## config.mk

```make
export PLATFORM = sky130hd
export DESIGN_NAME = sm_control_unit
export DESIGN_NICKNAME = d
export VERILOG_FILES = /design/src/rtl/sm_ctrl_pkg.sv /design/src/rtl/sm_control_unit_cond.sv /design/src/rtl/sm_control_unit.sv
export SDC_FILE = /design/constraint.sdc
export NUM_CORES = 1
export LEC_CHECK = 0
export BUFFER_PORTS_ARGS = -buffer_cell sky130_fd_sc_hd__buf_2
export CAP_MARGIN = 25
export CORE_ASPECT_RATIO = 0.7
export CORE_MARGIN = 2
export CORE_UTILIZATION = 30
export DETAILED_ROUTE_END_ITERATION = 10
export PLACE_DENSITY_LB_ADDON = 0.1
export SETUP_SLACK_MARGIN = 0.2
export SYNTH_ARGS = -nofsm -noshare
export SYNTH_HDL_FRONTEND = slang
export SYNTH_SLANG_ARGS = --single-unit
```

## constraint.sdc

```tcl
create_clock -name clk -period 2.4 [get_ports clk]
set_clock_uncertainty 0.2 [all_clocks]
set_input_delay 0.24 -clock clk [delete_from_list [all_inputs] [get_ports clk]]
set_output_delay 0.24 -clock clk [all_outputs]
set_load 0.01 [all_outputs]
```

## src/rtl/sm_ctrl_pkg.sv

```systemverilog
// Shared encodings for the ARM-subset control unit.
// Condition codes, opcodes, DP commands, select encodings and FSM states.
package sm_ctrl_pkg;

  typedef enum logic [3:0] {
    EQ, NE, CS, CC, MI, PL, VS, VC,
    HI, LS, GE, LT, GT, LE, AL, NV
  } cond_t;

  typedef enum logic [1:0] {
    DP  = 2'b00,
    MEM = 2'b01,
    BR  = 2'b10
  } op_t;

  localparam logic [3:0] CMD_ADD = 4'b0100;
  localparam logic [3:0] CMD_SUB = 4'b0010;
  localparam logic [3:0] CMD_AND = 4'b0000;
  localparam logic [3:0] CMD_ORR = 4'b1100;
  localparam logic [3:0] CMD_CMP = 4'b1010;
  localparam logic [3:0] CMD_MOV = 4'b1101;

  localparam logic [1:0] ALU_ADD = 2'b00;
  localparam logic [1:0] ALU_SUB = 2'b01;
  localparam logic [1:0] ALU_AND = 2'b10;
  localparam logic [1:0] ALU_ORR = 2'b11;

  localparam logic [1:0] IMM_DP  = 2'b00;
  localparam logic [1:0] IMM_MEM = 2'b01;
  localparam logic [1:0] IMM_BR  = 2'b10;

  localparam logic [3:0] PC_REG = 4'd15;

  typedef enum logic {
    EXEC = 1'b0,
    WAIT = 1'b1
  } state_t;

  function automatic logic cmd_is_arith(input logic [3:0] c);
    return (c == CMD_ADD) || (c == CMD_SUB) || (c == CMD_CMP);
  endfunction

endpackage

```

## src/rtl/sm_control_unit_cond.sv

```systemverilog
// Combinational ARM condition-code evaluator.
// NV (1111) never passes.
module sm_cond_check
  import sm_ctrl_pkg::*;
(
  input  logic [3:0] cond_i,
  input  logic [3:0] flags_i,
  output logic       pass_o
);

  logic n, z, c, v;

  assign {n, z, c, v} = flags_i;

  always_comb begin
    pass_o = 1'b0;
    unique case (cond_t'(cond_i))
      EQ: pass_o = z;
      NE: pass_o = ~z;
      CS: pass_o = c;
      CC: pass_o = ~c;
      MI: pass_o = n;
      PL: pass_o = ~n;
      VS: pass_o = v;
      VC: pass_o = ~v;
      HI: pass_o = c & ~z;
      LS: pass_o = ~c | z;
      GE: pass_o = (n == v);
      LT: pass_o = (n != v);
      GT: pass_o = ~z & (n == v);
      LE: pass_o = z | (n != v);
      AL: pass_o = 1'b1;
      NV: pass_o = 1'b0;
    endcase
  end

endmodule

```

## src/rtl/sm_control_unit.sv

```systemverilog
// Decode, NZCV flag register and EXEC/WAIT memory handshake.
// Define SM_MEM_WAIT_EN to enable the WAIT timeout counter and mem_err.
module sm_control_unit
  import sm_ctrl_pkg::*;
#(
  parameter int unsigned MEM_WAIT_MAX = 15
) (
  input  logic        clk,
  input  logic        rst_p,
  input  logic [31:0] instr,
  input  logic [3:0]  alu_flags,
  input  logic        mem_ack,
  output logic [1:0]  RegSrc,
  output logic        RegWrite,
  output logic [1:0]  ImmSrc,
  output logic        ALUSrc,
  output logic [1:0]  ALUControl,
  output logic        MemtoReg,
  output logic        PCSrc,
  output logic        MemWrite,
  output logic        mem_req,
  output logic        pc_en,
  output logic        writeData3Src,
  output logic        srcASrc,
  output logic [3:0]  flags,
  output logic        mem_err
);

  logic [1:0] op;
  logic [3:0] cond;
  logic [3:0] cmd;
  logic [3:0] rd;

  assign op   = instr[27:26];
  assign cond = instr[31:28];
  assign cmd  = instr[24:21];
  assign rd   = instr[15:12];

  state_t     state_q, state_d;
  logic [3:0] flags_q, flags_d;
  logic       cond_pass;

  sm_cond_check u_cond (
    .cond_i  (cond),
    .flags_i (flags_q),
    .pass_o  (cond_pass)
  );

  logic [1:0] dec_reg_src;
  logic       dec_reg_write;
  logic [1:0] dec_imm_src;
  logic       dec_alu_src;
  logic [1:0] dec_alu_ctl;
  logic       dec_mem_to_reg;
  logic       dec_branch;
  logic       dec_mem_write;
  logic       dec_mem;
  logic       dec_ldr;
  logic       dec_link;
  logic       dec_src_a;
  logic       dec_flag_we;
  logic       dec_flag_all;

  always_comb begin
    dec_reg_src    = 2'b00;
    dec_reg_write  = 1'b0;
    dec_imm_src    = IMM_DP;
    dec_alu_src    = 1'b0;
    dec_alu_ctl    = ALU_ADD;
    dec_mem_to_reg = 1'b0;
    dec_branch     = 1'b0;
    dec_mem_write  = 1'b0;
    dec_mem        = 1'b0;
    dec_ldr        = 1'b0;
    dec_link       = 1'b0;
    dec_src_a      = 1'b0;
    dec_flag_we    = 1'b0;
    dec_flag_all   = 1'b0;
    case (op)
      DP: begin
        dec_alu_src  = instr[25];
        dec_flag_all = cmd_is_arith(cmd);
        unique case (1'b1)
          cmd == CMD_ADD: begin
            dec_alu_ctl   = ALU_ADD;
            dec_reg_write = 1'b1;
            dec_flag_we   = instr[20];
          end
          cmd == CMD_SUB: begin
            dec_alu_ctl   = ALU_SUB;
            dec_reg_write = 1'b1;
            dec_flag_we   = instr[20];
          end
          cmd == CMD_AND: begin
            dec_alu_ctl   = ALU_AND;
            dec_reg_write = 1'b1;
            dec_flag_we   = instr[20];
          end
          cmd == CMD_ORR: begin
            dec_alu_ctl   = ALU_ORR;
            dec_reg_write = 1'b1;
            dec_flag_we   = instr[20];
          end
          cmd == CMD_CMP: begin
            dec_alu_ctl = ALU_SUB;
            dec_flag_we = 1'b1;
          end
          cmd == CMD_MOV: begin
            dec_alu_ctl   = ALU_ADD;
            dec_src_a     = 1'b1;
            dec_reg_write = 1'b1;
            dec_flag_we   = instr[20];
          end
          default: ;
        endcase
      end
      MEM: begin
        dec_mem     = 1'b1;
        dec_alu_src = 1'b1;
        dec_imm_src = IMM_MEM;
        dec_alu_ctl = instr[23] ? ALU_ADD : ALU_SUB;
        if (instr[20]) begin
          dec_ldr        = 1'b1;
          dec_mem_to_reg = 1'b1;
        end else begin
          dec_reg_src[1] = 1'b1;
          dec_mem_write  = 1'b1;
        end
      end
      BR: begin
        dec_reg_src[0] = 1'b1;
        dec_alu_src    = 1'b1;
        dec_imm_src    = IMM_BR;
        dec_alu_ctl    = ALU_ADD;
        dec_branch     = 1'b1;
        dec_link       = instr[24];
        dec_reg_write  = instr[24];
      end
      default: ;
    endcase
  end

  logic dp_pc;
  logic ldr_pc;

  assign dp_pc  = (op == DP) && dec_reg_write && (rd == PC_REG);
  assign ldr_pc = dec_ldr && (rd == PC_REG);

  assign flags_d = {alu_flags[3:2],
                    dec_flag_all ? alu_flags[1:0] : flags_q[1:0]};

`ifdef SM_MEM_WAIT_EN
  localparam int CW = $clog2(MEM_WAIT_MAX + 1);
  logic [CW-1:0] cnt_q, cnt_d;
`endif

  logic rw_c, mw_c, req_c, pcs_c, pce_c, fupd_c, err_c;

  always_comb begin
    state_d = state_q;
    rw_c    = 1'b0;
    mw_c    = 1'b0;
    req_c   = 1'b0;
    pcs_c   = 1'b0;
    pce_c   = 1'b0;
    fupd_c  = 1'b0;
    err_c   = 1'b0;
`ifdef SM_MEM_WAIT_EN
    cnt_d   = cnt_q;
`endif
    unique case (state_q)
      EXEC: begin
        if (!cond_pass) begin
          pce_c = 1'b1;
        end else if (dec_mem) begin
          req_c = 1'b1;
          mw_c  = dec_mem_write;
          if (mem_ack) begin
            pce_c = 1'b1;
            rw_c  = dec_ldr;
            pcs_c = ldr_pc;
          end else begin
            state_d = WAIT;
`ifdef SM_MEM_WAIT_EN
            cnt_d   = CW'(1);
`endif
          end
        end else begin
          pce_c  = 1'b1;
          rw_c   = dec_reg_write;
          pcs_c  = dec_branch | dp_pc;
          fupd_c = dec_flag_we;
        end
      end
      WAIT: begin
        req_c = 1'b1;
        mw_c  = dec_mem_write;
        if (mem_ack) begin
          pce_c   = 1'b1;
          rw_c    = dec_ldr;
          pcs_c   = ldr_pc;
          state_d = EXEC;
`ifdef SM_MEM_WAIT_EN
        end else if (cnt_q == CW'(MEM_WAIT_MAX)) begin
          // Abandon the access: retire without writeback.
          err_c   = 1'b1;
          pce_c   = 1'b1;
          state_d = EXEC;
        end else begin
          cnt_d = cnt_q + 1'b1;
`endif
        end
      end
    endcase
    if (rst_p) begin
      rw_c   = 1'b0;
      mw_c   = 1'b0;
      req_c  = 1'b0;
      pcs_c  = 1'b0;
      pce_c  = 1'b0;
      fupd_c = 1'b0;
      err_c  = 1'b0;
    end
  end

  always_ff @(posedge clk or posedge rst_p) begin
    if (rst_p) begin
      state_q <= EXEC;
      flags_q <= 4'b0000;
`ifdef SM_MEM_WAIT_EN
      cnt_q   <= '0;
`endif
    end else begin
      state_q <= state_d;
      if (fupd_c) flags_q <= flags_d;
`ifdef SM_MEM_WAIT_EN
      cnt_q   <= cnt_d;
`endif
    end
  end

  assign RegSrc        = dec_reg_src;
  assign RegWrite      = rw_c;
  assign ImmSrc        = dec_imm_src;
  assign ALUSrc        = dec_alu_src;
  assign ALUControl    = dec_alu_ctl;
  assign MemtoReg      = dec_mem_to_reg;
  assign PCSrc         = pcs_c;
  assign MemWrite      = mw_c;
  assign mem_req       = req_c;
  assign pc_en         = pce_c;
  assign writeData3Src = dec_link;
  assign srcASrc       = dec_src_a;
  assign flags         = flags_q;

`ifdef SM_MEM_WAIT_EN
  assign mem_err = err_c;
`else
  logic        unused_err;
  logic [31:0] unused_max;
  assign mem_err    = 1'b0;
  assign unused_err = err_c;
  assign unused_max = MEM_WAIT_MAX;
`endif

  logic unused_bits;
  assign unused_bits = ^{instr[22], instr[19:16], instr[11:0]};

endmodule

```

==> results.toml, run 1 <==
[global_route]
grt_pass1_wl_mm = 3.774
grt.total_usage_pct = 15.56
grt.overflow.total = 0
grt_max_degree = 12
antenna_found_initial = 0
grt_pass1_vias = 816

[routing]
route.detailed.wl_per_inst_um = 12.64
via_count = 963
wl_mm = 2.414
ant_nets = 0
drc_errors = 0
drt_iter0_markers = 32
drtPass1Iterations = 3
routed_via_density = 5.042

[critical_path]
slowest_stage = "dfrtp_2"
critPathLaunchType = "register"
critPathCaptureType = "output port"
r2r-start = "flags[1]"
arrival_ns = 2.00
ff2ff_setup_slack_ns = 0.11
crit_chain = "nor4b_1 > a2111o_1 > a211oi_2 > nor3_2 > o32a_1 > buf_2"
r2r-end = "flags[3]"
cp_slowest_stage_delay_ns = 0.43
critPathBufInv = 1
r2r_cells = 7
required_ns = 1.96
worst-path-max-fanout = 5
crit_type = "register to output port"
cp-startpoint = "flags[1]"
critPathTopFamily = "compound AO/OA/AOI/OAI gates"

[final_layout]
post-route-util_pct = 48.63
area_growth_pct = 48.50
nets = 202
drive_gt1_share_pct = 47.77
layout_commonest_cell = "buf_2"
final_cell_mix = "buf_2 (41), inv_1 (10), nor2_1 (9), buf_4 (9), nand2_1 (8)"
fillers = 275
diodes = 0
final_cells = 191

[synthesis]
synth_enable_flop_cells = 0
syn_inst = 109
synthAdderAreaFrac_pct = 7.485
ys_warn_count = 0
syn_area_um2 = 835.8
synth.ff_latch_count = 5
syn-mean-instance-area_um2 = 7.668
synthMuxAreaShare_pct = 8.982
synth_cell_types = 44
ys.flop_type = "dfrtp_1"
syn_nets = 153
synthArstFlopShare_pct = 100.0
synth-simple-area-share_pct = 31.59
synth_compound_area_share_pct = 22.90
yosysSeqAreaShare_pct = 14.97
synthXorXnorAreaFrac_pct = 3.144
synth_top_family_by_area = "simple AND/OR/NAND/NOR gates"

[floorplanning]
row_count = 15
die_y_um = 48.16
initial_core_util_pct = 32.75
ioPinCount = 59
die_x_um = 67.09
core_area_um2 = 2552
die_area_um2 = 3231

[outcome]
status = "finished with violations"
violations = "negative setup slack"

[hold_path]
hold_end = "flags[1]"
min_path_type = "primary input to register"
hold-path-cell-count = 2
min_from = "alu_flags[1]"

[timing]
finalSetupViolCount = 5
post-route-period-util_pct = 101.9
finalMaxSlewViolations = 0
clock.fmax_ghz = 0.4091
hold_ws_ns = 0.04002
fin_crit_ns = 2.444
finalHoldViolCount = 0
fin_ws_ns = -0.04441
rsz0062_at_grt = "true"

[place]
port_buffers = 41
place.gp.congestion = 0.7526
dp_hpwl_mm = 1.873
pre_cts_ws_ns = 0.01116
place_inst = 183

[flow_run]
cap_violations = 0

[power_and_ir_drop]
p_total_mw = 0.5384
power_density_nw_per_um2 = 433.8
vdd_drop_max_mv = 0.2574
power_leakage_nw = 0.6153

[clock_tree]
clk_latency_ns = 0.22
clock_sinks = 5
cts_buffer_depth = 2
numCtsBuffers = 3
cts_tree = "done"
cts.clk_slew.worst_paths_ns = 0.04
cts_root_buf = "clkbuf_8"
htreeDepth = 1
worst register-to-register path, cell delays in order (launching register included):
cell and delay, ns:
dfrtp_2 0.43, nor4b_1 0.15, a2111o_1 0.38, buf_4 0.15
a311oi_2 0.26, buf_4 0.19, a21oi_4 0.07, mux2_1 0.33
synthesized netlist by cell type, types with 2 or more instances:
cell type   n  area share [%]
nor3_1      3             1.8
nor2_1      9             4.0
a21oi_1     7             4.2
xnor2_1     2             2.1
and2_1      3             2.2
and3_1      2             1.5
nand2_1     8             3.6
dfrtp_1     5              15
mux2_1      4             5.4
inv_1      10             4.5
o21ai_0     5             3.0
nand4_1     2             1.5
buf_4       4             3.6
a211oi_1    3             2.7
ha_1        5             7.5
mux2i_1     3             3.6
or3b_2      3             3.1
nand2b_1    2             1.5
nand3b_1    3             2.7
nor2b_1     2             1.5
sequential cells by signal, summed over array words and instances (netlist names):
signal   cells
flags        4
state_q      1
cell type report:
class | count | area, um2 | area share (%)
clock buffer | 4 | 45.04 | 3.629
tap | 34 | 42.54 | 3.427
inverter | 10 | 37.54 | 3.024
timing repair buffer | 51 | 282.8 | 22.78
sequential | 5 | 127.6 | 10.28
multi-input combinational | 87 | 705.7 | 56.85
what timing repair did:
action | CTS | global route
setup buffers | 1 | 2
pin swaps | 7 | 2
gates resized for setup | 9 | 9
setup endpoints to repair | 9 | 9
endpoints found under the hold margin | 5 | 0
hold buffers | 1 | 0
power by group:
group / internal (mW) / switching, mW
combinational: 0.133 / 0.133
sequential: 0.0994 / 0.0165
clock: 0.114 / 0.0425
total: 0.346 / 0.192
routing by layer:
metal | global-route usage [%] | vias to the layer above | part of all wire [%]
met3 | 3.464 | 0 | 4.6
met4 | 2.449 | 0 | 0
met1 | 23.37 | 454 | 53
met2 | 23.17 | 24 | 42
met5 | 0 | - | 0
li1 | - | 485 | -
cell families (layout without fill, tap and decap cells):
| group | count (synthesis) | after routing |
|---|---|---|
| AOI/OAI and AO/OA | 26 | 26 |
| DFF | 5 | 5 |
| xor gates and xnor gates | 3 | 3 |
| other | 1 | 1 |
| buffers and inverters | 17 | 65 |
| and+or+nand+nor | 45 | 45 |
| muxes | 7 | 7 |
| adders and majority gates | 5 | 5 |
worst max path at each step:
stage | end | slack (ns) | cells after the start
5_1_grt | pc_en | -0.13 | 6
3_5_place_dp | flags[3] | 0.01 | 8
3_3_place_gp | flags[2] | 0.03 | 8
2_1_floorplan | RegWrite | 0.21 | 5
4_1_cts | RegWrite | -0.05 | 6
6_report | RegWrite | -0.04 | 6
through the flow:
step,cell area (um2),TNS (ns)
after global routing,1241,-0.5445
final,1241,-0.1595
after detailed placement,1084,0
after global placement,1084,0
after CTS,1186,-0.1456
after floorplan,840.8,0
No activity file was read; power rests on OpenSTA's default activity.
==> run 2, diff against run 1 <==
--- a/config.mk
+++ b/config.mk
@@ -12,6 +12,7 @@
 export CORE_UTILIZATION = 30
 export DETAILED_ROUTE_END_ITERATION = 10
 export PLACE_DENSITY_LB_ADDON = 0.1
+export RECOVER_POWER = 100
 export SETUP_SLACK_MARGIN = 0.2
 export SYNTH_ARGS = -nofsm -noshare
 export SYNTH_HDL_FRONTEND = slang
==> results.toml, run 2 (synthesized netlist as in run 1, its figures left out) <==
[final_layout]
fillers = 273
drive_gt1_share_pct = 47.13
largest_reg_flops = 4
final_cell_mix = "buf_2 (40), inv_1 (10), nor2_1 (9), buf_4 (9), nand2_1 (8)"
layout_commonest_cell = "buf_2"
nets = 202
post-route-util_pct = 48.58
area_growth_pct = 48.35
seqCellArea_um2 = 127.6
final_cells = 191
diodes = 0
multi_input_area_um2 = 705.7

[outcome]
violations = "negative setup slack"
status = "finished with violations"

[routing]
route.detailed.wl_per_inst_um = 12.65
drc_errors = 0
drt_iter0_markers = 32
drtPass1Iterations = 3
wl_mm = 2.416
routed_via_density = 5.042
ant_nets = 0
via_count = 963

[timing]
post-route-period-util_pct = 101.9
rsz0062_at_grt = "true"
finalMaxSlewViolations = 0
finalHoldViolCount = 0
hold_ws_ns = 0.04002
clock.fmax_ghz = 0.4091
fin_crit_ns = 2.444
final.setup.tns_ns = -0.1595
finalSetupViolCount = 5
fin_ws_ns = -0.04441

[global_route]
grt_pass1_vias = 816
grt.total_usage_pct = 15.56
grt_max_degree = 12
antenna_found_initial = 0
grt.overflow.total = 0
grt_pass1_wl_mm = 3.774

[place]
place_inst = 183
pre_cts_ws_ns = 0.01116
dp_hpwl_mm = 1.873
place.gp.congestion = 0.7526
port_buffers = 41

[floorplanning]
die_area_um2 = 3231
initial_core_util_pct = 32.75
die_y_um = 48.16
row_count = 15
die_x_um = 67.09
core_area_um2 = 2552
ioPinCount = 59

[clock_tree]
numCtsBuffers = 3
clock_sinks = 5
clk_latency_ns = 0.22
htreeDepth = 1
cts_root_buf = "clkbuf_8"
cts_tree = "done"
cts.clk_slew.worst_paths_ns = 0.04
cts_buffer_depth = 2

[critical_path]
required_ns = 1.96
critPathLaunchType = "register"
crit_type = "register to output port"
critPathCaptureType = "output port"
worst-path-max-fanout = 5
arrival_ns = 2.00

[flow_run]
cap_violations = 0

[hold_path]
min_path_type = "primary input to register"

[power_and_ir_drop]
power_density_nw_per_um2 = 434.0
power_leakage_nw = 0.6125
vdd_drop_max_mv = 0.2574
==> run 2: cell count changes in the layout (fill, tap and decap cells not counted), sizes merged <==
cell,change
buf,-1
clkbuf,+1
==> run 2: worst paths after layout <==
path | startpoint | to | slack [ns] | depth (start not counted)
setup / recovery | flags[1] | RegWrite | -0.04 | 6
hold / removal | alu_flags[1] | flags[1] | 0.04 | 2
setup reg to reg | flags[1] | flags[3] | 0.11 | 7
hold reg to reg | flags[1] | flags[1] | 0.37 | 1
max in group asynchronous | rst_p | flags[2] | 1.44 | 3
min in group asynchronous | rst_p | flags[0] | 0.35 | 3
==> run 2: layer usage <==
layer | share of wire (%) | up-vias | track usage [%]
met2 | 42 | 24 | 23.17
met5 | 0 | - | 0
li1 | - | 485 | -
met3 | 4.6 | 0 | 3.464
met4 | 0 | 0 | 2.449
met1 | 53 | 454 | 23.37
==> run 2: what timing repair did <==
| item | in CTS | in global routing |
|---|---|---|
| hold buffers | 1 | 0 |
| pin swaps | 7 | 2 |
| setup endpoints to repair | 9 | 9 |
| gates resized for setup | 9 | 9 |
| buffers inserted | 1 | 2 |
| endpoints found under the hold margin | 5 | 0 |
==> run 2: stage by stage <==
stage / area (um2) / power, mW
floorplan: 840.8 / 0.2452
global placement: 1084 / 0.3298
detailed placement: 1084 / 0.3334
CTS: 1186 / 0.5196
global route: 1240 / 0.5734
finish: 1240 / 0.5381
==> run 2: area by class of cell <==
| class | count | share of cell area, % |
|---|---|---|
| inverter | 10 | 3.027 |
| tap | 34 | 3.431 |
| sequential | 5 | 10.29 |
| timing repair buffer | 51 | 22.70 |
| multi-input combinational | 87 | 56.91 |
| clock buffer | 4 | 3.633 |
==> run 2: where the power goes <==
part / leakage, nW / internal (mW) / switching, mW
Clock: 0.0228 / 0.114 / 0.0425
Combinational: 0.526 / 0.132 / 0.133
Sequential: 0.0639 / 0.0994 / 0.0165
Total: 0.613 / 0.346 / 0.192
==> run 2: critical path: stages, from the launching register on <==
cell,delay [ns]
dfrtp_2,0.43
nor4b_1,0.15
a2111o_1,0.38
a211oi_2,0.29
nor3_2,0.10
o32a_1,0.30
buf_2,0.14
==> run 3, diff against run 2 <==
--- a/config.mk
+++ b/config.mk
@@ -10,6 +10,7 @@
 export CORE_ASPECT_RATIO = 0.7
 export CORE_MARGIN = 2
 export CORE_UTILIZATION = 30
+export CTS_BUF_LIST = sky130_fd_sc_hd__clkbuf_16
 export DETAILED_ROUTE_END_ITERATION = 10
 export PLACE_DENSITY_LB_ADDON = 0.1
 export RECOVER_POWER = 100
==> results.toml, run 3 (synthesized netlist as in run 1, its figures left out) <==
[clock_tree]
cts_buffer_depth = 2
clock_sinks = 5
htreeDepth = 1
numCtsBuffers = 3
cts_tree = "done"
clk_latency_ns = 0.23
cts_root_buf = "clkbuf_16"
cts.clk_slew.worst_paths_ns = 0.04

[outcome]
status = "finished with violations"
violations = "negative setup slack"

[place]
place.gp.congestion = 0.7526
pre_cts_ws_ns = 0.01116
dp_hpwl_mm = 1.873
port_buffers = 41

[global_route]
grt_pass1_wl_mm = 3.850
grt.overflow.total = 0
grt.total_usage_pct = 15.84
antenna_found_initial = 0
grt_max_degree = 12
grt_pass1_vias = 813

[timing]
finalHoldViolCount = 0
post-route-period-util_pct = 102.7
clock.fmax_ghz = 0.4058
fin_crit_ns = 2.464
finalSetupViolCount = 5
rsz0062_at_grt = "true"
finalMaxSlewViolations = 0
final.setup.tns_ns = -0.2165
fin_ws_ns = -0.06423

[floorplanning]
die_x_um = 67.09
die_y_um = 48.16
ioPinCount = 59
initial_core_util_pct = 32.75
row_count = 15
core_area_um2 = 2552
die_area_um2 = 3231

[critical_path]
worst-path-max-fanout = 5
critPathCaptureType = "output port"
crit_type = "register to output port"
r2r_cells = 7
crit_end = "RegWrite"
ff2ff_setup_slack_ns = 0.07
critPathLaunchType = "register"
r2r-start = "flags[1]"
required_ns = 1.96
arrival_ns = 2.02
cp-startpoint = "flags[1]"
r2r-end = "flags[3]"

[routing]
drc_errors = 0
ant_nets = 0
via_count = 979
route.detailed.wl_per_inst_um = 13.01
drt_iter0_markers = 25
wl_mm = 2.484
drtPass1Iterations = 4
routed_via_density = 5.126

[flow_run]
cap_violations = 0

[final_layout]
seqCellArea_um2 = 127.6
diodes = 0
area_growth_pct = 52.39
multi_input_area_um2 = 709.4
drive_gt1_share_pct = 45.86
final_cell_mix = "buf_2 (37), inv_1 (11), nor2_1 (9), buf_4 (9), nand2_1 (8)"
largest_reg_flops = 4
nets = 202
fillers = 276
layout_commonest_cell = "buf_2"

[hold_path]
min_path_type = "primary input to register"

[power_and_ir_drop]
vdd_drop_max_mv = 0.3606
power_density_nw_per_um2 = 513.6
power_leakage_nw = 0.6220
## run 3: cell types whose count changed in the layout (fill, tap and decap cells not counted)
cell       change
clkbuf_16      +3
buf_2          -3
inv_1          +1
mux2_4         +1
clkbuf_1       +2
clkbuf_8       -3
mux2_1         -1
## run 3: layout make-up
| type | count | share of cell area, % |
|---|---|---|
| clock buffer | 3 | 5.894 |
| multi-input combinational | 87 | 55.70 |
| timing repair buffer | 51 | 21.81 |
| clock inverter | 1 | 0.2947 |
| inverter | 10 | 2.947 |
| sequential | 5 | 10.02 |
| tap | 34 | 3.340 |
## run 3: repair_timing
item / 4_1_cts / 5_1_grt
endpoints found under the setup margin: 9 / 9
resized for setup: 9 / 10
hold endpoints to repair: 5 / 0
pin swaps: 7 / 2
hold buffers: 1 / 0
buffers inserted: 1 / 2
## run 3: how the worst min path moves through the flow
stage | startpoint | to | slack (ns) | depth (start not counted)
after detailed placement | rst_p | state_q | 0.02 | 2
after CTS | alu_flags[0] | flags[0] | 0.04 | 2
after global placement | rst_p | state_q | 0.01 | 2
final | alu_flags[0] | flags[0] | 0.05 | 2
after global routing | alu_flags[1] | flags[1] | 0.05 | 2
after floorplan | rst_p | flags[0] | -0.18 | 1
## run 3: per-layer routing
| metal | up-vias | global-route usage (%) | wire length (um) |
|---|---|---|---|
| met5 | - | 0 | 0 |
| li1 | 485 | - | - |
| met1 | 466 | 23.85 | 1275 |
| met2 | 28 | 24.16 | 1093 |
| met4 | 0 | 1.224 | 0 |
| met3 | 0 | 3.464 | 116 |
## run 3: report_power, final
part           total (mW)  switching [mW]  leakage (nW)  internal (mW)
logic               0.269           0.136         0.516          0.133
registers           0.116          0.0165        0.0639         0.0995
clock network       0.269          0.0536        0.0423          0.216
total               0.654           0.206         0.622          0.448
## run 3: per-stage QoR
step	hold slack, ns	cells	utilization (%)	power, mW	area [um2]
floorplan	-0.1764	109	-	0.2452	840.8
global placement	0.01220	183	42.45	0.3298	1084
detailed placement	0.01796	183	42.45	0.3334	1084
CTS	0.03519	189	47.79	0.6331	1220
global route	0.05319	191	49.90	0.6894	1274
finish	0.04892	191	49.90	0.6542	1274
## run 3: critical path, stage by stage, from the launching register on
cell      delay [ns]
dfrtp_2         0.43
nor4b_1         0.15
a2111o_1        0.38
a211oi_2        0.28
nor3_2          0.09
o32a_1          0.31
buf_2           0.14
